==> config.mk <==
export PLATFORM = sky130hd
export DESIGN_NAME = irq_controller_flat
export DESIGN_NICKNAME = d
export VERILOG_FILES = /design/src/rtl/irq_controller_if.sv /design/src/rtl/irq_controller.sv /design/src/flat_wrapper.sv
export SDC_FILE = /design/constraint.sdc
export NUM_CORES = 1
export LEC_CHECK = 0
export CORE_UTILIZATION = 28
export CTS_BUF_LIST = sky130_fd_sc_hd__clkbuf_16
export DETAILED_ROUTE_END_ITERATION = 8
export GPL_TIMING_DRIVEN = 0
export PLACE_DENSITY = 0.82
export SYNTH_ARGS = -nofsm -noshare
export SYNTH_HDL_FRONTEND = slang
export SYNTH_SLANG_ARGS = --single-unit
==> constraint.sdc <==
create_clock -name clk_i -period 1.85 [get_ports clk_i]
set_input_delay 0.37 -clock clk_i [delete_from_list [all_inputs] [get_ports clk_i]]
set_output_delay 0.37 -clock clk_i [all_outputs]
set_load 0.01 [all_outputs]
==> src/rtl/irq_controller_if.sv <==
// Interrupt controller bus: request/enable/handshake inputs toward the
// controller and trap/cause/acknowledge outputs back to the core and devices.
//   irq_req_i        level requests, bit i held by device i until acknowledged
//   mie_i            mie CSR value, bit 16+i enables irq_req_i[i]
//   instr_boundary_i core can accept a trap this cycle
//   mret_i           mret retires this cycle
//   trap_o           one-cycle trap strobe (CSR update + mtvec redirect)
//   mcause_o         cause value, 32'h8000_0010 + winner index
//   irq_ret_o        one-hot acknowledge pulse to the serviced device
//   busy_o           handler in progress
interface irq_controller_if #(
  parameter int unsigned N_IRQ = 16
);
  logic [N_IRQ-1:0] irq_req_i;
  logic [31:0]      mie_i;
  logic             instr_boundary_i;
  logic             mret_i;
  logic             trap_o;
  logic [31:0]      mcause_o;
  logic [N_IRQ-1:0] irq_ret_o;
  logic             busy_o;

  // Controller side
  modport slave (
    input  irq_req_i, mie_i, instr_boundary_i, mret_i,
    output trap_o, mcause_o, irq_ret_o, busy_o
  );

  // Core/device side
  modport master (
    output irq_req_i, mie_i, instr_boundary_i, mret_i,
    input  trap_o, mcause_o, irq_ret_o, busy_o
  );
endinterface

==> src/rtl/irq_controller.sv <==
// Machine-mode interrupt sequencer. Masks level requests with mie, selects
// the lowest-index pending source, raises a one-cycle trap at an instruction
// boundary, holds off further traps until mret, then acknowledges the
// serviced source with a one-cycle one-hot pulse. No nesting.
// Ports:
//   clk_i  clock, all state on rising edge
//   rst_i  synchronous active-high reset
//   bus    irq_controller_if slave modport (requests, mie, boundary, mret in;
//          trap, mcause, irq_ret, busy out)
module irq_controller #(
  parameter int unsigned N_IRQ = 16
) (
  input  logic                clk_i,
  input  logic                rst_i,
  irq_controller_if.slave     bus
);

  typedef enum logic [1:0] {
    ST_IDLE    = 2'd0,
    ST_TRAP    = 2'd1,
    ST_SERVICE = 2'd2,
    ST_RETURN  = 2'd3
  } state_e;

  state_e           state_q, state_d;
  logic [3:0]       cur_idx_q, cur_idx_d;
  logic [31:0]      mcause_q, mcause_d;

  logic [N_IRQ-1:0] pending;
  logic [3:0]       winner;
  logic             found;
  logic             unused_mie;

  // Only mie[16 +: N_IRQ] carries meaning here.
  assign unused_mie = ^bus.mie_i;

  // Lowest set index wins.
  always_comb begin
    pending = bus.irq_req_i & bus.mie_i[16 +: N_IRQ];
    winner  = '0;
    found   = 1'b0;
    for (int unsigned i = 0; i < N_IRQ; i++) begin
      if (!found && pending[i]) begin
        winner = 4'(i);
        found  = 1'b1;
      end
    end
  end

  always_comb begin
    state_d   = state_q;
    cur_idx_d = cur_idx_q;
    mcause_d  = mcause_q;
    case (state_q)
      ST_IDLE: begin
        if (found && bus.instr_boundary_i) begin
          cur_idx_d = winner;
          mcause_d  = 32'h8000_0010 + {28'b0, winner};
          state_d   = ST_TRAP;
        end
      end
      ST_TRAP:    state_d = ST_SERVICE;
      ST_SERVICE: if (bus.mret_i) state_d = ST_RETURN;
      ST_RETURN:  state_d = ST_IDLE;
      default:    state_d = ST_IDLE;
    endcase
  end

  always_ff @(posedge clk_i) begin
    if (rst_i) begin
      state_q   <= ST_IDLE;
      cur_idx_q <= '0;
      mcause_q  <= '0;
    end else begin
      state_q   <= state_d;
      cur_idx_q <= cur_idx_d;
      mcause_q  <= mcause_d;
    end
  end

  // Outputs decode registered state only.
  assign bus.trap_o    = (state_q == ST_TRAP);
  assign bus.busy_o    = (state_q == ST_TRAP) || (state_q == ST_SERVICE);
  assign bus.mcause_o  = mcause_q;
  assign bus.irq_ret_o = (state_q == ST_RETURN) ? (N_IRQ'(1) << cur_idx_q) : '0;

endmodule

==> src/flat_wrapper.sv <==
// flat-port wrapper written by rule: the top's interface ports become plain ports
module irq_controller_flat 
#(
  parameter int unsigned N_IRQ = 16
)
  (clk_i, rst_i, bus_irq_req_i, bus_mie_i, bus_instr_boundary_i, bus_mret_i, bus_trap_o, bus_mcause_o, bus_irq_ret_o, bus_busy_o);
  irq_controller_if #(.N_IRQ(N_IRQ)) bus_i ();
  input  logic clk_i;
  input  logic rst_i;
  input wire logic [$bits(bus_i.irq_req_i)-1:0] bus_irq_req_i;
  input wire logic [$bits(bus_i.mie_i)-1:0] bus_mie_i;
  input wire logic [$bits(bus_i.instr_boundary_i)-1:0] bus_instr_boundary_i;
  input wire logic [$bits(bus_i.mret_i)-1:0] bus_mret_i;
  output wire logic [$bits(bus_i.trap_o)-1:0] bus_trap_o;
  output wire logic [$bits(bus_i.mcause_o)-1:0] bus_mcause_o;
  output wire logic [$bits(bus_i.irq_ret_o)-1:0] bus_irq_ret_o;
  output wire logic [$bits(bus_i.busy_o)-1:0] bus_busy_o;
  assign bus_i.irq_req_i = bus_irq_req_i;
  assign bus_i.mie_i = bus_mie_i;
  assign bus_i.instr_boundary_i = bus_instr_boundary_i;
  assign bus_i.mret_i = bus_mret_i;
  assign bus_trap_o = bus_i.trap_o;
  assign bus_mcause_o = bus_i.mcause_o;
  assign bus_irq_ret_o = bus_i.irq_ret_o;
  assign bus_busy_o = bus_i.busy_o;
  irq_controller #(.N_IRQ(N_IRQ)) u_core (.clk_i(clk_i), .rst_i(rst_i), .bus(bus_i));
endmodule
==> flow_summary.toml <==
[outcome]
outcome = "finished, final reports clean"

[sta]
finalClockSkew_ns = 0.001020
period_minus_slack_ns = 1.782
hold_viol = 0
slew_viol_final = 0
setup_viol = 0
max_freq_mhz = 561.3
fin_crit_sh = 0.9630
timing.final.ws_setup_ns = 0.06848

[setup_path]
critPathKind = "flip-flop to primary output"
cp_max_fo = 4
cpLargestDelayFamily = "simple AND/OR/NAND/NOR gates"
crit_buf_inv = 1
max_stage_delay_ns = 0.41
r2r_end = "u_core.state_q[0]"
cp.required_ns = 1.48
r2r_setup_slack_ns = 0.30
worst-r2r-cell-count = 7
crit_chain = "ha_4 -> or3b_4 -> nor3_2 -> clkbuf_2"
crit_slowest_cell = "or3b_4"
cp-end-kind = "primary output"
startpoint_type = "flip-flop"
r2r_start = "u_core.state_q[0]"
worstPathArrival_ns = 1.41

[clocking]
hold_buffers = 0
cts_max_level = 1
cts_made_buffers = 3
cts.sinks = 7
clock_path_buffers = 2
cts_tree = "built"
cts.clk_slew.worst_paths_ns = 0.04
worstSkewPairLatency_ns = 0.23
ctsRootBufferMaster = "clkbuf_16"

[hold_path]
hold_path.class = "flip-flop to flip-flop"
worstHoldStart = "u_core.state_q[1]"
whs_endpoint = "u_core.state_q[1]"
holdPathStages = 2

[job]
maxCapViolCount = 0

[placement]
dp_hpwl_um = 2064
pre_cts_slack_ns = -0.2608
place_area_um2 = 1644
io_buffers = 59
dpl.cell_count = 250
gp_routability_congestion = 0.7194

[die]
start_util = 0.2963
rows = 20
core_area_um2 = 3053
io_pins = 102
die_w_um = 58.84
die_area_um2 = 3462
fp.dieH_um = 58.84

[synth]
synth_area_um2 = 904.6
synth_top_area_cell = "buf_4"
yosysSeqAreaShare = 0.1549
netlist_instances = 122
synth_area_leaders = "buf_4 (22%), dfxtp_1 (15%), nor2_1 (9.1%), ha_1 (6.9%), a22o_1 (3.9%)"
synth_edf_count = 0
ys_seq_elements = 7
ys_warn_count = 0
yosys.area.top_type_share = 0.2241
ys_types = 32
ys.flop_type = "dfxtp_1"
synthArstFlopShare = 0
synth.avg_cell_area_um2 = 7.415

[global_routing]
grt_pass1_wl_um = 3684
met1_usage = 0.1497
global_route.usage.met2 = 0.2711
antenna_found_initial = 0
met3_usage = 0.008791
grt-busiest-layer = "met2"
grt_usage = 0.1369
grt_max_degree = 10
grt_pass1_vias = 908
grt-ovfl-total = 0

[detailed_routing]
wl_per_cell_um = 9.842
ant_nets = 0
routed_via_density = 4.381
drc = 0
drt_iter0_drc = 25
first_pass_iters = 4
num_vias = 1139
wirelength_um = 2559

[finish]
antenna-diode-count = 0
fin_nets = 274
final_cell_count_no_fill = 260
fin_util = 0.5996
final_cell_mix = "buf_4 (33), clkdlybuf4s50_1 (33), conb_1 (26)"
fillers = 290
post_route_cells_drive_above_1_share = 0.2731
postLayoutCellArea_um2 = 1831
synthToLayoutAreaGrowth_pct = 102.4

[pwr]
leakage_uw = 0.0009400
pwr-share-comb = 0.525
swShare = 0.3691
vdd_drop_max_v = 0.0003828
p_per_area_nw_per_um2 = 763.3
power_frac_clock = 0.255
pwr-share-seq = 0.219
p_sw_uw = 515.6
internal_power_uw = 881.5
power_uw = 1397
## cell families after synthesis
logic type	after synthesis	synth area share
fa+ha+maj	5	0.06916
other cells	1	0.004145
simple gates	44	0.2337
compound gates	32	0.2822
flops	7	0.1549
buf+inv	32	0.2448
mux	1	0.01107
## synthesized netlist by cell type, types with 2 or more instances
cell,n
nor2_1,22
dfxtp_1,7
a21oi_1,6
o21ai_1,2
nand2b_1,2
nor3_1,5
nand3_1,2
a31oi_1,4
nand3b_1,2
buf_4,27
ha_1,5
a22o_1,4
a32oi_1,4
inv_1,5
nand2_1,8
## through the flow
step             TNS (ns)  hold slack (ns)
2_1_floorplan           0           0.4389
3_3_place_gp       -1.994           0.4816
3_5_place_dp       -2.198           0.5126
4_1_cts           -0.1629           0.5536
5_1_grt        -0.0004765           0.5759
6_report                0           0.5524
## worst max-delay path by stage
stage                                  from           endpoint  depth (start not counted)
after floorplan           u_core.state_q[0]   bus_irq_ret_o[0]                          3
after global placement    u_core.state_q[1]   bus_irq_ret_o[0]                          4
after detailed placement  u_core.state_q[0]   bus_irq_ret_o[0]                          4
after CTS                 u_core.state_q[0]  bus_irq_ret_o[11]                          4
after global routing      u_core.state_q[0]   bus_irq_ret_o[0]                          4
final                     u_core.state_q[0]   bus_irq_ret_o[0]                          4
## worst register-to-register path, cell delays in order (launching register included)
cell	delay [ns]
dfxtp_4	0.37
inv_1	0.08
ha_1	0.25
inv_1	0.10
o22ai_1	0.10
a41oi_2	0.20
nor2_1	0.08
a2111oi_2	0.26
## power groups by stage
stage	Combinational [µW]	Sequential (µW)	Clock, µW
floorplan	409	277	0
detailed placement	701	281	0
global route	802	320	371
finish	734	306	357
CTS	706	302	362
global placement	689	276	0
## registers in the layout (all words and copies together), names as in the netlist
name and cells:
u_core.state_q 2, u_core.cur_idx_q 3, u_core.bus.mcause_o 2
## timing repair
item,4_1_cts,5_1_grt
setup buffers,3,3
gates cloned,0,0
resized for setup,34,28
hold endpoints to repair,0,0
pin swaps,1,10
endpoints found under the setup margin,18,14
## layer usage
metal / part of all wire / vias up
li1: - / 578
met1: 0.40 / 498
met2: 0.52 / 61
met3: 0.077 / 2
met4: 0.0074 / 0
met5: 0 / -
## area by class of cell
| type | count | area (µm²) | share of cell area |
|---|---|---|---|
| clock inverters | 1 | 3.754 | 0.002051 |
| inverters | 5 | 18.77 | 0.01025 |
| flip-flops and latches | 7 | 148.9 | 0.08134 |
| multi-input cells | 108 | 705.7 | 0.3855 |
| plain buffers | 27 | 202.7 | 0.1107 |
| clock buffers | 3 | 75.07 | 0.04101 |
| repair buffers | 65 | 620.6 | 0.3390 |
| well taps | 44 | 55.05 | 0.03008 |
Note: power is estimated with default switching activity, not from simulation.
